--- src/rtl/byte_load_unit.sv ---
// byte_load_unit: single-outstanding byte/word load unit with merge ops and memory timeout.
// Ports:
//   clk, rst_n          clock, synchronous active-low reset
//   start, op, addr     load request (op: 0 LDW, 1 LDBZ, 2 LDBS, 3 LDBL, 4 LDBH)
//   dst_in              destination value used by merge ops and error results
//   mem_addr, mem_rd    word-aligned read request toward memory
//   mem_rdy, mem_rdata  read-data-valid strobe and little-endian read data
//   dst_out             registered load result
//   done, busy, err     completion pulse, activity flag, error flag (valid with done)
module byte_load_unit #(
    parameter int TIMEOUT = 15
) (
    input  logic        clk,
    input  logic        rst_n,
    input  logic        start,
    input  logic [2:0]  op,
    input  logic [15:0] addr,
    input  logic [15:0] dst_in,
    output logic [15:0] mem_addr,
    output logic        mem_rd,
    input  logic        mem_rdy,
    input  logic [15:0] mem_rdata,
    output logic [15:0] dst_out,
    output logic        done,
    output logic        busy,
    output logic        err
);
    localparam logic [1:0] IDLE = 2'd0;
    localparam logic [1:0] REQ  = 2'd1;
    localparam logic [1:0] DONE = 2'd2;
    localparam logic [7:0] LAST = 8'(TIMEOUT - 1);

    logic [1:0]  state;
    logic [7:0]  cnt;
    logic [2:0]  op_q;
    logic [15:0] addr_q;
    logic [15:0] dst_q;
    logic [7:0]  b;
    logic [15:0] res;
    logic        bad_req;

    // Misaligned word loads and reserved ops complete immediately with an error.
    assign bad_req  = (op > 3'd4) || (op == 3'd0 && addr[0]);
    assign mem_rd   = state == REQ;
    assign mem_addr = mem_rd ? {addr_q[15:1], 1'b0} : 16'h0000;
    assign done     = state == DONE;
    assign busy     = state != IDLE;

    always_comb begin
        b   = addr_q[0] ? mem_rdata[15:8] : mem_rdata[7:0];
        res = op_q == 3'd0 ? mem_rdata :
              op_q == 3'd1 ? {8'h00, b} :
              op_q == 3'd2 ? {{8{b[7]}}, b} :
              op_q == 3'd3 ? {dst_q[15:8], b} : {b, dst_q[7:0]};
    end

    always_ff @(posedge clk) begin
        if (!rst_n) begin
            state   <= IDLE;
            cnt     <= '0;
            op_q    <= '0;
            addr_q  <= '0;
            dst_q   <= '0;
            dst_out <= '0;
            err     <= 1'b0;
        end else begin
            case (state)
                IDLE: begin
                    if (start) begin
                        op_q   <= op;
                        addr_q <= addr;
                        dst_q  <= dst_in;
                        cnt    <= '0;
                        if (bad_req) begin
                            dst_out <= dst_in;
                            err     <= 1'b1;
                            state   <= DONE;
                        end else begin
                            state <= REQ;
                        end
                    end
                end
                REQ: begin
                    cnt <= cnt + 8'd1;
                    // Data arriving on the timeout edge still counts as success.
                    if (mem_rdy) begin
                        dst_out <= res;
                        err     <= 1'b0;
                        state   <= DONE;
                    end else if (cnt == LAST) begin
                        dst_out <= dst_q;
                        err     <= 1'b1;
                        state   <= DONE;
                    end
                end
                default: begin
                    err   <= 1'b0;
                    state <= IDLE;
                end
            endcase
        end
    end
endmodule
--- config.mk ---
export PLATFORM = sky130hd
export DESIGN_NAME = byte_load_unit
export DESIGN_NICKNAME = d
export VERILOG_FILES = /design/src/rtl/byte_load_unit.sv
export SDC_FILE = /design/constraint.sdc
export NUM_CORES = 1
export LEC_CHECK = 0
export BUFFER_PORTS_ARGS = -buffer_cell sky130_fd_sc_hd__buf_4
export CAP_MARGIN = 20
export CORE_ASPECT_RATIO = 0.6
export CORE_MARGIN = 1.5
export CORE_UTILIZATION = 53
export CTS_CLUSTER_SIZE = 30
export DETAILED_ROUTE_END_ITERATION = 12
export GPL_ROUTABILITY_DRIVEN = 0
export GPL_TIMING_DRIVEN = 0
export PLACE_DENSITY_LB_ADDON = 0.08
export SYNTH_ARGS = -nofsm -noshare
export SYNTH_HDL_FRONTEND = slang
export SYNTH_SLANG_ARGS = --single-unit
--- constraint.sdc ---
create_clock -name clk -period 2.3 [get_ports clk]
set_clock_uncertainty 0.05 [all_clocks]
set_input_delay 0 -clock clk [delete_from_list [all_inputs] [get_ports clk]]
set_output_delay 0 -clock clk [all_outputs]
set_load 0.02 [all_outputs]
=== Yosys cells after proc, flatten, opt, wreduce, memory -nomap -nowiden ===
Cells that the tools add are included.

* Register bits: 62
* Input bits: 55
* Output and inout bits: 36
* Logic and storage cells: 53

* Add/sub/neg operators: 1
* $lt $le $gt $ge: 1
* Equal/unequal tests: 9
* Muxes and demuxes: 23
* Reduce and logical (&&, ||, !) cells: 12

{| class="wikitable"
|+ Operators by type and width
! operator !! number
|-
| two-way mux 16 bit || 9
|-
| one-hot mux 16 bit (2 select lines) || 1
|-
| two-way mux 8 bit || 2
|-
| one-hot mux 8 bit (2 select lines) || 1
|-
| adder 8 x 1 -> 8 bit (second input constant) || 1
|-
| == test 8 x 4 -> 1 bit (second input constant) || 1
|-
| two-way mux 2 bit || 4
|-
| == test 3 x 2 -> 1 bit (second input constant) || 2
|-
| zero test 3 bit || 2
|-
| AND reduction 2 bit || 3
|-
| two-way mux 1 bit || 4
|-
| inequality test 2 bit (second input constant) || 2
|-
| one-hot mux 2 bit (2 select lines) || 1
|-
| AND reduction 4 bit || 1
|-
| nonzero test 2 bit || 2
|-
| == test 3 x 1 -> 1 bit (second input constant) || 1
|-
| greater-than comparator 3 bit (second input constant) || 1
|-
| inequality test 3 x 1 -> 1 bit (second input constant) || 1
|-
| AND reduction 3 bit || 1
|-
| == test 2 x 1 -> 1 bit (second input constant) || 1
|-
| == test 2 bit (second input constant) || 1
|-
| zero test 2 bit || 1
|-
| one-hot mux 1 bit (2 select lines) || 1
|-
| logical AND 1 bit || 1
|-
| logical OR 1 bit || 1
|}

=== Depth between registers and ports, before layout ===
Gate-level depths: netlist of run 1.

* Depth in word-level cells: 7
* Mapped depth: 8

=== Worst setup path before layout of run 1 ===
Ideal clock, no wire load.

* Path type: flip-flop to flip-flop
* Start: reg cnt[4]
* End: reg dst_out[0]
* Library setup time: 123 ps
* Data arrival time: 1641 ps
* Path slack: 486 ps
* Stages on the path, launching flop included: 6
* Buffers on the path: 1
* Period minus slack after synthesis: 1814 ps
* Path through: dfxtp_1 -> or4b_4 -> o22ai_4 -> o21ba_1 -> buf_4 -> mux2_1

* Longest elaborated chain between the ends: 3

{| class="wikitable"
|+ Ends and longest elaborated chain
! element !! line !! text
|-
| start, declared || 34 || <nowiki>logic [7:0] cnt;</nowiki>
|-
| start signal, assigned || 84 || <nowiki>cnt <= cnt + 8'd1;</nowiki>
|-
| == test 8 x 4 -> 1 bit || 90 || <nowiki>end else if (cnt == LAST) begin</nowiki>
|-
| inequality test 3 x 1 -> 1 bit (no source line) || n/a ||
|-
| AND reduction 4 bit (no source line) || n/a ||
|-
| end signal, assigned || 75 || <nowiki>dst_out <= dst_in;</nowiki>
|-
| end signal, assigned || 87 || <nowiki>dst_out <= res;</nowiki>
|-
| end signal, assigned || 91 || <nowiki>dst_out <= dst_q;</nowiki>
|-
| end, declared || 23 || <nowiki>output logic [15:0] dst_out,</nowiki>
|}

No other way between the ends.
A chain may end at the register's enable or synchronous reset.

=== Worst setup path after layout of run 1 ===
* Start: reg op_q[2]
* End: reg dst_out[6]

* Longest elaborated chain between the ends: 7

{| class="wikitable"
|+ Ends and longest elaborated chain
! element !! line !! text
|-
| start, declared || 35 || <nowiki>logic [2:0] op_q;</nowiki>
|-
| start signal, assigned || 70 || <nowiki>op_q <= op;</nowiki>
|-
| == test 3 x 2 -> 1 bit || 54 || <nowiki>op_q == 3'd3 ? {dst_q[15:8], b} : {b, dst_q[7:0]};</nowiki>
|-
| two-way mux 16 bit || 54 ||
|-
| two-way mux 16 bit || 53 || <nowiki>op_q == 3'd2 ? {{8{b[7]}}, b} :</nowiki>
|-
| two-way mux 16 bit || 52 || <nowiki>op_q == 3'd1 ? {8'h00, b} :</nowiki>
|-
| two-way mux 16 bit * || 51 || <nowiki>res = op_q == 3'd0 ? mem_rdata :</nowiki>
|-
| two-way mux 16 bit * || 86 || <nowiki>if (mem_rdy) begin</nowiki>
|-
| one-hot mux 16 bit (2 select lines) * || 67 || <nowiki>case (state)</nowiki>
|}

Every way passes the cells marked *; elsewhere a longest branch is shown, timed or not.

==> run summary, run 1 <==
R2R cell count = 5
synth unique cells = 47
maximum clock rate = 472 MHz
Crit. Startpoint = op_q[2]$_SDFFE_PN0P_
Avg Inst Size Synth = 7.75 um^2
startpoint types = flop
pin count of the biggest net entering global routing = 11
nets = 641
Final Hold Violating Endpoints = 0
gr ovfl total = 0
reg2reg setup slack = 0.18 ns
Data arrival, critical path = 2.35 ns
P_int = 0.00223 W
fin crit period = 2.12 ns
setup_tns = 0 ns
reg2reg end = dst_out[6]$_SDFFE_PN0P_
die width = 108 um
Tightest Pin Transition = 0.700 ns
required time of the critical path = 2.54 ns
gr usage total = 34.6%
Initial Util = 56.0%
Final Slew Violations = 0
Final Cycle Share = 92.1%
clock slew at the register clock pins of the worst setup and hold paths = 0.07 ns
combinational fraction of design power = 22.6%
Clk pwr share = 39.0%
final setup vio count = 0
drt via density = 6.07
Seq pwr share = 38.4%
drt pass-1 iters = 8
Worst setup endpoint = dst_out[6]$_SDFFE_PN0P_
Syn Inst Count = 450
Primary FF master, synth = dfxtp_1
final instance area = 0.00486 mm^2
area of the multi-input gates = 0.00207 mm^2
hold_sp = start
number of synthesized flops with an enable pin = 0
RSZ-0062 raised after global routing = false
Hold Crit Class = in2reg
commonest cells after routing, fill and taps aside = nand2_1, buf_4, dfxtp_1, a21oi_1, dlygate4sd3_1
outcome = completed
# fillers = 451
Pwr Density = 640 mW/mm^2
drt drc = 0
Sequential Area = 0.00124 mm^2
Starting DRT DRC Count = 715
P&R area growth vs syn = 39.5%
TritonCTS clock tree = yes
TritonCTS buffer count = 9
PortBufs = 88
fraction of registers with async set/reset = 0%
commonest non-fill, non-tap cell in the layout = nand2_1
Relative slew margins = 52.0%
DP Area = 0.00425 mm^2
I/O pin count = 91
initial antenna violation count = 1
post-DP HPWL = 8160 um
reg2reg start = op_q[2]$_SDFFE_PN0P_
Max Buffers Root-to-Sink = 2
Total Wirelength = 12000 um
# rows = 22
Critical Path Fanout Max = 10
Static Leak = 1.97 nW
crit end category = flop
CTS root buffer = clkbuf_8
Die Y = 65.8 um
Max Cap Viol = 0
layout cells sized above 1 = 20.0%
DR vias = 4091
net load switching power = 0.000885 W
syn_nets = 507
Yosys Warn Count = 0
switching share of total power = 28.5%
core area = 0.00622 mm^2
clk_lat worst skew = 0.35 ns
clock sink count = 62
#FFs+latches synth = 62
VDD IR-drop max = 0.000415 V
first-pass GRT wire length = 18300 um
drt wl/cell = 17.8 um
ANT nets after route = 0
Syn Std Cell Area = 0.00349 mm^2
Die ar. = 0.00709 mm^2
sequential share of the synthesized area = 35.6%
# Post-CTS Setup Buffers = 0
CP Class = reg2reg
vias in the first global route = 3648
H-tree levels = 3
==> power groups by stage <==
stage	Sequential [W]	Combinational, W	Clock (W)
floorplan	0.00123	0.000346	0
global placement	0.00121	0.000606	0
detailed placement	0.00122	0.000621	0
CTS	0.00119	0.000673	0.00121
global route	0.00120	0.000752	0.00127
finish	0.00119	0.000703	0.00121
==> critical path, cell delays in order, from the launching register on <==
cell,delay (ns)
dfxtp_1,0.34
clkbuf_1,0.21
nor2b_1,0.49
o21ai_0,0.17
a221oi_1,0.58
mux2_1,0.21
==> how the worst min path moves through the flow <==
stage,end,slack [ns],cells past startpoint
finish,cnt[0]$_SDFFE_PN0P_,0.11,4
global route,cnt[0]$_SDFFE_PN0P_,0.12,4
CTS,cnt[4]$_SDFFE_PN0P_,0.10,4
detailed placement,addr_q[10]$_SDFFE_PN0P_,0.21,3
global placement,addr_q[5]$_SDFFE_PN0P_,0.20,3
floorplan,addr_q[10]$_SDFFE_PN0P_,0.09,2
==> sequential cells by signal, indices dropped and copies added, names as in the netlist <==
signal and cells:
addr_q 16, dst_out 16, dst_q 16, cnt 8
op_q 3, state 2, err 1
==> layout make-up <==
cell class | count | area share [%]
Antenna cell | 1 | 0.0515
Buffer | 39 | 3.40
Clock buffer | 13 | 3.27
Clock inverter | 3 | 1.85
Inverter | 6 | 0.463
Multi-Input combinational cell | 343 | 42.5
Sequential cell | 62 | 25.5
Tap cell | 84 | 2.16
Timing Repair Buffer | 123 | 20.8
==> cell usage after synthesis, drive strengths merged (2+ instances only) <==
master  number  area [um^2]
o311ai       7         61.3
a211oi       2         15.0
o221ai       8         70.1
nor3         4         20.0
o21ai       19         95.1
inv          6         22.5
mux2i       17          170
nand3        4         20.0
nand2b      12         75.1
mux2         9          101
ha           2         25.0
nor4         3         18.8
or4b         9         97.6
a22oi        2         15.0
nor2        17         63.8
o21a         3         22.5
or2          2         12.5
nor2b        3         18.8
a31oi        8         50.1
a221oi       8         70.1
clkbuf      32          120
and2        26          163
buf          7         43.8
o22ai        2         26.3
a311oi       7         61.3
a21oi       50          262
nand2      102          383
nand4b       8         70.1
or3b         2         17.5
dfxtp       62         1240
==> repair_timing <==
item,CTS,global route
hold buffers,35,0
setup endpoints to repair,0,12
gates resized for setup,0,4
hold endpoints to repair,42,0
==> cells by family after synthesis <==
| group | share of synthesized area [%] |
|---|---|
| AO/OA/AOI/OAI | 22.9 |
| adder cells (fa/ha/maj) | 0.718 |
| other | 0.108 |
| AND/OR/NAND/NOR | 27.5 |
| multiplexers | 7.79 |
| flip-flops | 35.6 |
| buffers and inverters | 5.35 |
==> per-layer routing <==
layer	vias up	GRT usage, %	share of wire [%]
li1	1875	-	-
met1	1869	45.9	42
met2	303	50.5	41
met3	44	14.4	14
met4	0	12.3	2.9
met5	-	0	0
==> metrics by stage <==
| step | hold slack (ns) | setup slack, ns | utilization [%] | power, W | instances |
|---|---|---|---|---|---|
| final | 0.113 | 0.181 | 78.2 | 0.00311 | 674 |
| after global routing | 0.120 | 0.0295 | 78.1 | 0.00322 | 673 |
| after global placement | 0.197 | 0.211 | 68.3 | 0.00182 | 622 |
| after floorplan | 0.0860 | 0.486 | - | 0.00158 | 450 |
| after CTS | 0.101 | 0.115 | 78.0 | 0.00308 | 673 |
| after detailed placement | 0.207 | 0.170 | 68.3 | 0.00184 | 622 |
Note: power is estimated with default switching activity, not from simulation.
==> inputs of run 2 (changes only) <==
--- a/config.mk
+++ b/config.mk
@@ -7,2 +7,3 @@
 export LEC_CHECK = 0
+export ABC_AREA = 0
 export BUFFER_PORTS_ARGS = -buffer_cell sky130_fd_sc_hd__buf_4
==> constraint.sdc (replaced) <==
create_clock -name clk -period 2.3 [get_ports clk]
set_clock_uncertainty 0.05 [all_clocks]
set_input_delay 0.345 -clock clk [delete_from_list [all_inputs] [get_ports clk]]
set_output_delay 0.345 -clock clk [all_outputs]
set_load 0.02 [all_outputs]
==> run 2 against run 1 <==
- non-clock buffer count fell by 36
- power is 2.2% lower
- clock-buffer cell count unchanged
- critical path type is now reg2out
==> run summary, run 2 (same netlist as run 1, synthesis figures left out) <==
PostCTS Resize Cnt = 0 (unchanged)
setup_tns = 0 ns (unchanged)
P&R area growth vs syn = 29.1%
gr ovfl total = 0 (unchanged)
drt drc = 0 (unchanged)
outcome = completed
RSZ-0062 raised after global routing = false
startpoint types = flop
ANT nets after route = 0 (unchanged)
# fillers = 506 (+12%)
Data arrival, critical path = 1.77 ns (-0.58 ns)
slowest CP cell = dfxtp_1
Max Buffers Root-to-Sink = 2 (unchanged)
Ant. Diodes = 0 (-1)
die width = 108 um (unchanged)
PortBufs = 88 (unchanged)
vias in the first global route = 3388 (-7.1%)
Max Cap Viol = 0 (unchanged)
Hold Path End = addr_q[10]$_SDFFE_PN0P_
Die ar. = 0.00709 mm^2 (unchanged)
Starting DRT DRC Count = 487 (-32%)
core area = 0.00622 mm^2 (unchanged)
# Post-CTS Setup Buffers = 0 (unchanged)
commonest non-fill, non-tap cell in the layout = nand2_1
DP Area = 0.00425 mm^2 (unchanged)
worst path bufs/invs = 3 (+2)
hold slack = 0.196 ns (+0.0826 ns)
CP Class = reg2out
R2R cell count = 5 (unchanged)
Pwr Density = 676 mW/mm^2 (+5.7%)
clock sink count = 62 (unchanged)
drt via density = 6.00 (-1.1%)
Hold Path Depth = 3 (-1)
commonest cells after routing, fill and taps aside = nand2_1, buf_4, dfxtp_1, a21oi_1, clkbuf_1
fin crit period = 2.16 ns (+0.0441 ns)
# rows = 22 (unchanged)
Final Slew Violations = 0 (unchanged)
Final Hold Violating Endpoints = 0 (unchanged)
Total Wirelength = 11100 um (-7.9%)
TritonCTS buffer count = 9 (unchanged)
hold_sp = addr[10]
pin count of the biggest net entering global routing = 17 (+6)
maximum clock rate = 462 MHz (-2.0%)
gr usage total = 32.1% (-2.5 points)
reg2reg end = dst_out[2]$_SDFFE_PN0P_
Relative slew margins = 52.7% (+0.69 points)
clock slew at the register clock pins of the worst setup and hold paths = 0.07 ns (about the same)
final setup vio count = 0 (unchanged)
final instance area = 0.00450 mm^2 (-7.5%)
nets = 605 (-5.6%)
Initial Util = 56.0% (unchanged)
Tightest Pin Transition = 0.690 ns (-0.0101 ns)
Largest stage delay, worst path = 0.41 ns (-0.17 ns)
TritonCTS clock tree = yes
Static Leak = 1.82 nW (-7.5%)
Final Cycle Share = 94.0% (+1.9 points)
CTS root buffer = clkbuf_8
DR vias = 3825 (-6.5%)
reg2reg setup slack = 0.15 ns (-0.03 ns)
Total Power = 0.00304 W (-2.2%)
Critical Path Fanout Max = 16 (+6)
I/O pin count = 91 (unchanged)
required time of the critical path = 1.90 ns (-0.64 ns)
layout cells sized above 1 = 21.2% (+1.1 points)
Hold Crit Class = in2reg
Top Family by Delay on Critical Path = buffers and inverters
post-DP HPWL = 8160 um (unchanged)
CTS Hold Bufs = 0 (-100%)
clk_lat worst skew = 0.35 ns (about the same)
Cell Chain, Critical Path = nand2b_1 -> inv_2 -> clkbuf_2 -> and2_1 -> buf_4
drt pass-1 iters = 7 (-1)
crit end category = output pin
reg2reg start = op_q[2]$_SDFFE_PN0P_
drt wl/cell = 17.4 um (-2.5%)
H-tree levels = 3 (unchanged)
Die Y = 65.8 um (unchanged)
first-pass GRT wire length = 17000 um (-7.4%)
VDD IR-drop max = 0.000397 V (-4.4%)
initial antenna violation count = 0 (-1)
Largest regs = addr_q x16, dst_out x16, dst_q x16
==> run 2: cell types whose count changed in the layout (fill, tap and decap cells not counted), sizes merged <==
cell         before  now
diode             1    0
dlygate4sd3      35    0
clkbuf           45   44
==> run 2: worst max path at each step <==
| stage | startpoint | to | slack (ns) | cells after the start |
|---|---|---|---|---|
| 5_1_grt | op_q[2]$_SDFFE_PN0P_ | dst_out[2]$_SDFFE_PN0P_ | 0.02 | 5 |
| 3_3_place_gp | mem_rdy | dst_out[2]$_SDFFE_PN0P_ | 0.16 | 5 |
| 3_5_place_dp | op[2] | dst_out[7]$_SDFFE_PN0P_ | 0.14 | 6 |
| 4_1_cts | state[0]$_SDFFE_PN0P_ | mem_addr[11] | 0.07 | 5 |
| 6_report | state[0]$_SDFFE_PN0P_ | mem_addr[11] | 0.14 | 5 |
| 2_1_floorplan | op[2] | dst_out[0]$_SDFFE_PN0P_ | 0.44 | 5 |
==> run 2: stage by stage <==
| stage | cells | util, % | setup slack [ns] |
|---|---|---|---|
| after floorplan | 450 | - | 0.436 |
| after global placement | 622 | 68.3 | 0.157 |
| after detailed placement | 622 | 68.3 | 0.140 |
| after CTS | 637 | 72.3 | 0.0715 |
| after global routing | 637 | 72.3 | 0.0239 |
| final | 637 | 72.3 | 0.137 |
==> run 2: worst min-delay path: cells and delay by family <==
family                 cells  cell delay [ns]
AO/OA/AOI/OAI              1             0.05
buffers and inverters      1             0.11
AND/OR/NAND/NOR            1             0.04
==> run 2: layout make-up <==
class	instances	area (um^2)	area share [%]
Multi-Input combinational cell	343	2060	45.8
Inverter	6	22.5	0.500
Buffer	38	161	3.59
Clock inverter	3	90.1	2.00
Timing Repair Buffer	88	661	14.7
Clock buffer	13	159	3.53
Tap cell	84	105	2.34
Sequential cell	62	1240	27.6
==> run 2: per-layer routing <==
metal	up-vias	track usage (%)	wire length (um)	share of wire, %
met4	0	9.54	258	2.3
li1	1795	-	-	-
met1	1770	43.9	4860	44
met2	219	45.5	4440	40
met3	41	13.8	1500	14
met5	-	0	0	0
==> run 2: power by group <==
part / internal (W) / leakage [nW] / switching [W]
combinational: 0.000259 / 1.19 / 0.000385
sequential: 0.00115 / 0.508 / 0.0000469
clock: 0.000781 / 0.124 / 0.000426
==> inputs of run 3 (changes only) <==
CELL_PAD_IN_SITES_DETAIL_PLACEMENT = 0   (was not set)
CELL_PAD_IN_SITES_GLOBAL_PLACEMENT = 1   (was not set)
CORE_UTILIZATION = 38   (was 53)
PLACE_DENSITY = 0.8   (was not set)
PLACE_DENSITY_LB_ADDON = not set   (was 0.08)
==> run 3 against run 2 <==
- first-iteration DRC count shrank 41%
- die area rose by 38%
- sequential cell count is the same
- via count fell by 4.4%
==> run summary, run 3 (same netlist as run 1, synthesis figures left out) <==
Starting DRT DRC Count = 287 (-41%)
pre-CTS setup slack = 0.0952 ns (-0.0444 ns)
DR top layer = met4
post-DP HPWL = 8220 um (+0.83%)
reg2reg start = cnt[4]$_SDFFE_PN0P_
Tightest Pin Transition = 0.676 ns (-0.0135 ns)
Largest regs = addr_q x16, dst_out x16, dst_q x16
slowest CP cell = or4b_4
VDD IR-drop max = 0.000360 V (-9.2%)
nets = 604 (-0.17%)
Ant. Diodes = 0 (unchanged)
setup_tns = 0 ns (unchanged)
Data arrival, critical path = 2.21 ns (+0.44 ns)
I/O pin count = 91 (unchanged)
Sequential Area = 0.00124 mm^2 (unchanged)
Hold Crit Class = in2reg
crit end category = flop
clk_lat worst skew = 0.34 ns (about the same)
# Post-CTS Setup Buffers = 0 (unchanged)
clock slew at the register clock pins of the worst setup and hold paths = 0.06 ns (about the same)
fin crit period = 2.03 ns (-0.129 ns)
CTS root buffer = clkbuf_16
PortBufs = 88 (unchanged)
WL met1 = 5580 um (+15%)
ANT nets after route = 0 (unchanged)
layout cells sized above 1 = 21.4% (+0.22 points)
Critical Path Fanout Max = 9 (-7)
Max Buffers Root-to-Sink = 2 (unchanged)
commonest cells after routing, fill and taps aside = nand2_1, buf_4, dfxtp_1, a21oi_1, clkbuf_1
hold slack = 0.197 ns (+0.00166 ns)
CP Class = reg2reg
DR vias = 3658 (-4.4%)
hold_sp = addr[3]
startpoint types = flop
drt via density = 5.51 (-8.3%)
Total Power = 0.00324 W (+6.3%)
met2 WL = 4520 um (+1.6%)
met3 wire len = 917 um (-39%)
outcome = completed
Relative slew margins = 53.6% (+0.93 points)
clock sink count = 62 (unchanged)
H-tree levels = 3 (unchanged)
core area = 0.00872 mm^2 (+40%)
initial antenna violation count = 0 (unchanged)
area of the multi-input gates = 0.00206 mm^2 (unchanged)
drt wl/cell = 16.8 um (-3.4%)
Max Cap Viol = 0 (unchanged)
Final Hold Violating Endpoints = 0 (unchanged)
Die ar. = 0.00978 mm^2 (+38%)
# fillers = 881 (+74%)
final setup vio count = 0 (unchanged)
RSZ-0062 raised after global routing = false
Top Family by Delay on Critical Path = simple AND/OR/NAND/NOR gates
vias in the first global route = 3413 (+0.74%)
Final Cycle Share = 88.4% (-5.6 points)
gr ovfl total = 0 (unchanged)
commonest non-fill, non-tap cell in the layout = nand2_1
Die Y = 77.2 um (+17%)
Static Leak = 1.84 nW (+0.85%)
Total Wirelength = 11100 um (+0.74%)
Crit. Startpoint = cnt[4]$_SDFFE_PN0P_
maximum clock rate = 492 MHz (+6.4%)
P&R area growth vs syn = 31.7%
Pwr Density = 705 mW/mm^2 (+4.2%)
Largest stage delay, worst path = 0.57 ns (+0.16 ns)
# rows = 26 (+18%)
gr usage total = 23.5% (-8.6 points)
TritonCTS clock tree = yes
Initial Util = 40.0% (-16 points)
Cell Chain, Critical Path = or4b_4 -> o22ai_4 -> o21ba_1 -> buf_4 -> mux2_1
drt drc = 0 (unchanged)
die width = 127 um (+18%)
drt pass-1 iters = 5 (-2)
required time of the critical path = 2.48 ns (+0.58 ns)
post-route setup slack = 0.266 ns (+0.129 ns)
worst path bufs/invs = 1 (-2)
Final Slew Violations = 0 (unchanged)
TritonCTS buffer count = 9 (unchanged)
first-pass GRT wire length = 17800 um (+4.6%)
pin count of the biggest net entering global routing = 17 (unchanged)
[run 3: cell count changes in the layout (fill, tap and decap cells not counted), moves of 2 or more]
cell and change:
clkbuf_16 +9, clkbuf_1 -2, clkinvlp_4 +3, clkbuf_8 -9, bufinv_16 -2
[run 3: area by class of cell]
type                            count  area share (%)
Buffer                             37            3.41
Clock buffer                       11            5.50
Clock inverter                      5            1.25
Inverter                            6           0.490
Multi-Input combinational cell    343            44.9
Sequential cell                    62            27.0
Tap cell                          112            3.05
Timing Repair Buffer               88            14.4
[run 3: what timing repair did]
action,4_1_cts,5_1_grt
hold buffers,0,0
setup endpoints to repair,10,13
resized for setup,0,1
[run 3: worst paths after layout]
| path | endpoint | slack, ns | cells after the start |
|---|---|---|---|
| max reg2reg | dst_out[6]$_SDFFE_PN0P_ | 0.27 | 5 |
| min reg2reg | addr_q[15]$_SDFFE_PN0P_ | 0.40 | 2 |
| max | dst_out[6]$_SDFFE_PN0P_ | 0.27 | 5 |
| min | addr_q[3]$_SDFFE_PN0P_ | 0.20 | 3 |
[run 3: per-stage QoR]
stage / util, % / std cells / cell area, um^2
floorplan: - / 450 / 3490
global route: 52.7 / 664 / 4590
CTS: 52.7 / 665 / 4590
global placement: 49.2 / 650 / 4290
finish: 52.7 / 664 / 4590
detailed placement: 49.2 / 650 / 4290
[run 3: where the power goes]
group	internal [W]	switching [W]	leakage (nW)
Clock	0.000895	0.000517	0.144
Sequential	0.00115	0.0000420	0.508
Combinational	0.000258	0.000377	1.18
[run 3: worst register-to-register path: stages, from the launching register on]
cell	delay, ns
dfxtp_1	0.37
or4b_4	0.57
o22ai_4	0.25
o21ba_1	0.16
buf_4	0.18
mux2_1	0.34
[run 3: metal layers]
layer	up-vias	GRT usage, %
met5	-	0
met4	0	7.70
met3	12	6.63
met2	151	32.8
met1	1700	34.4
li1	1795	-
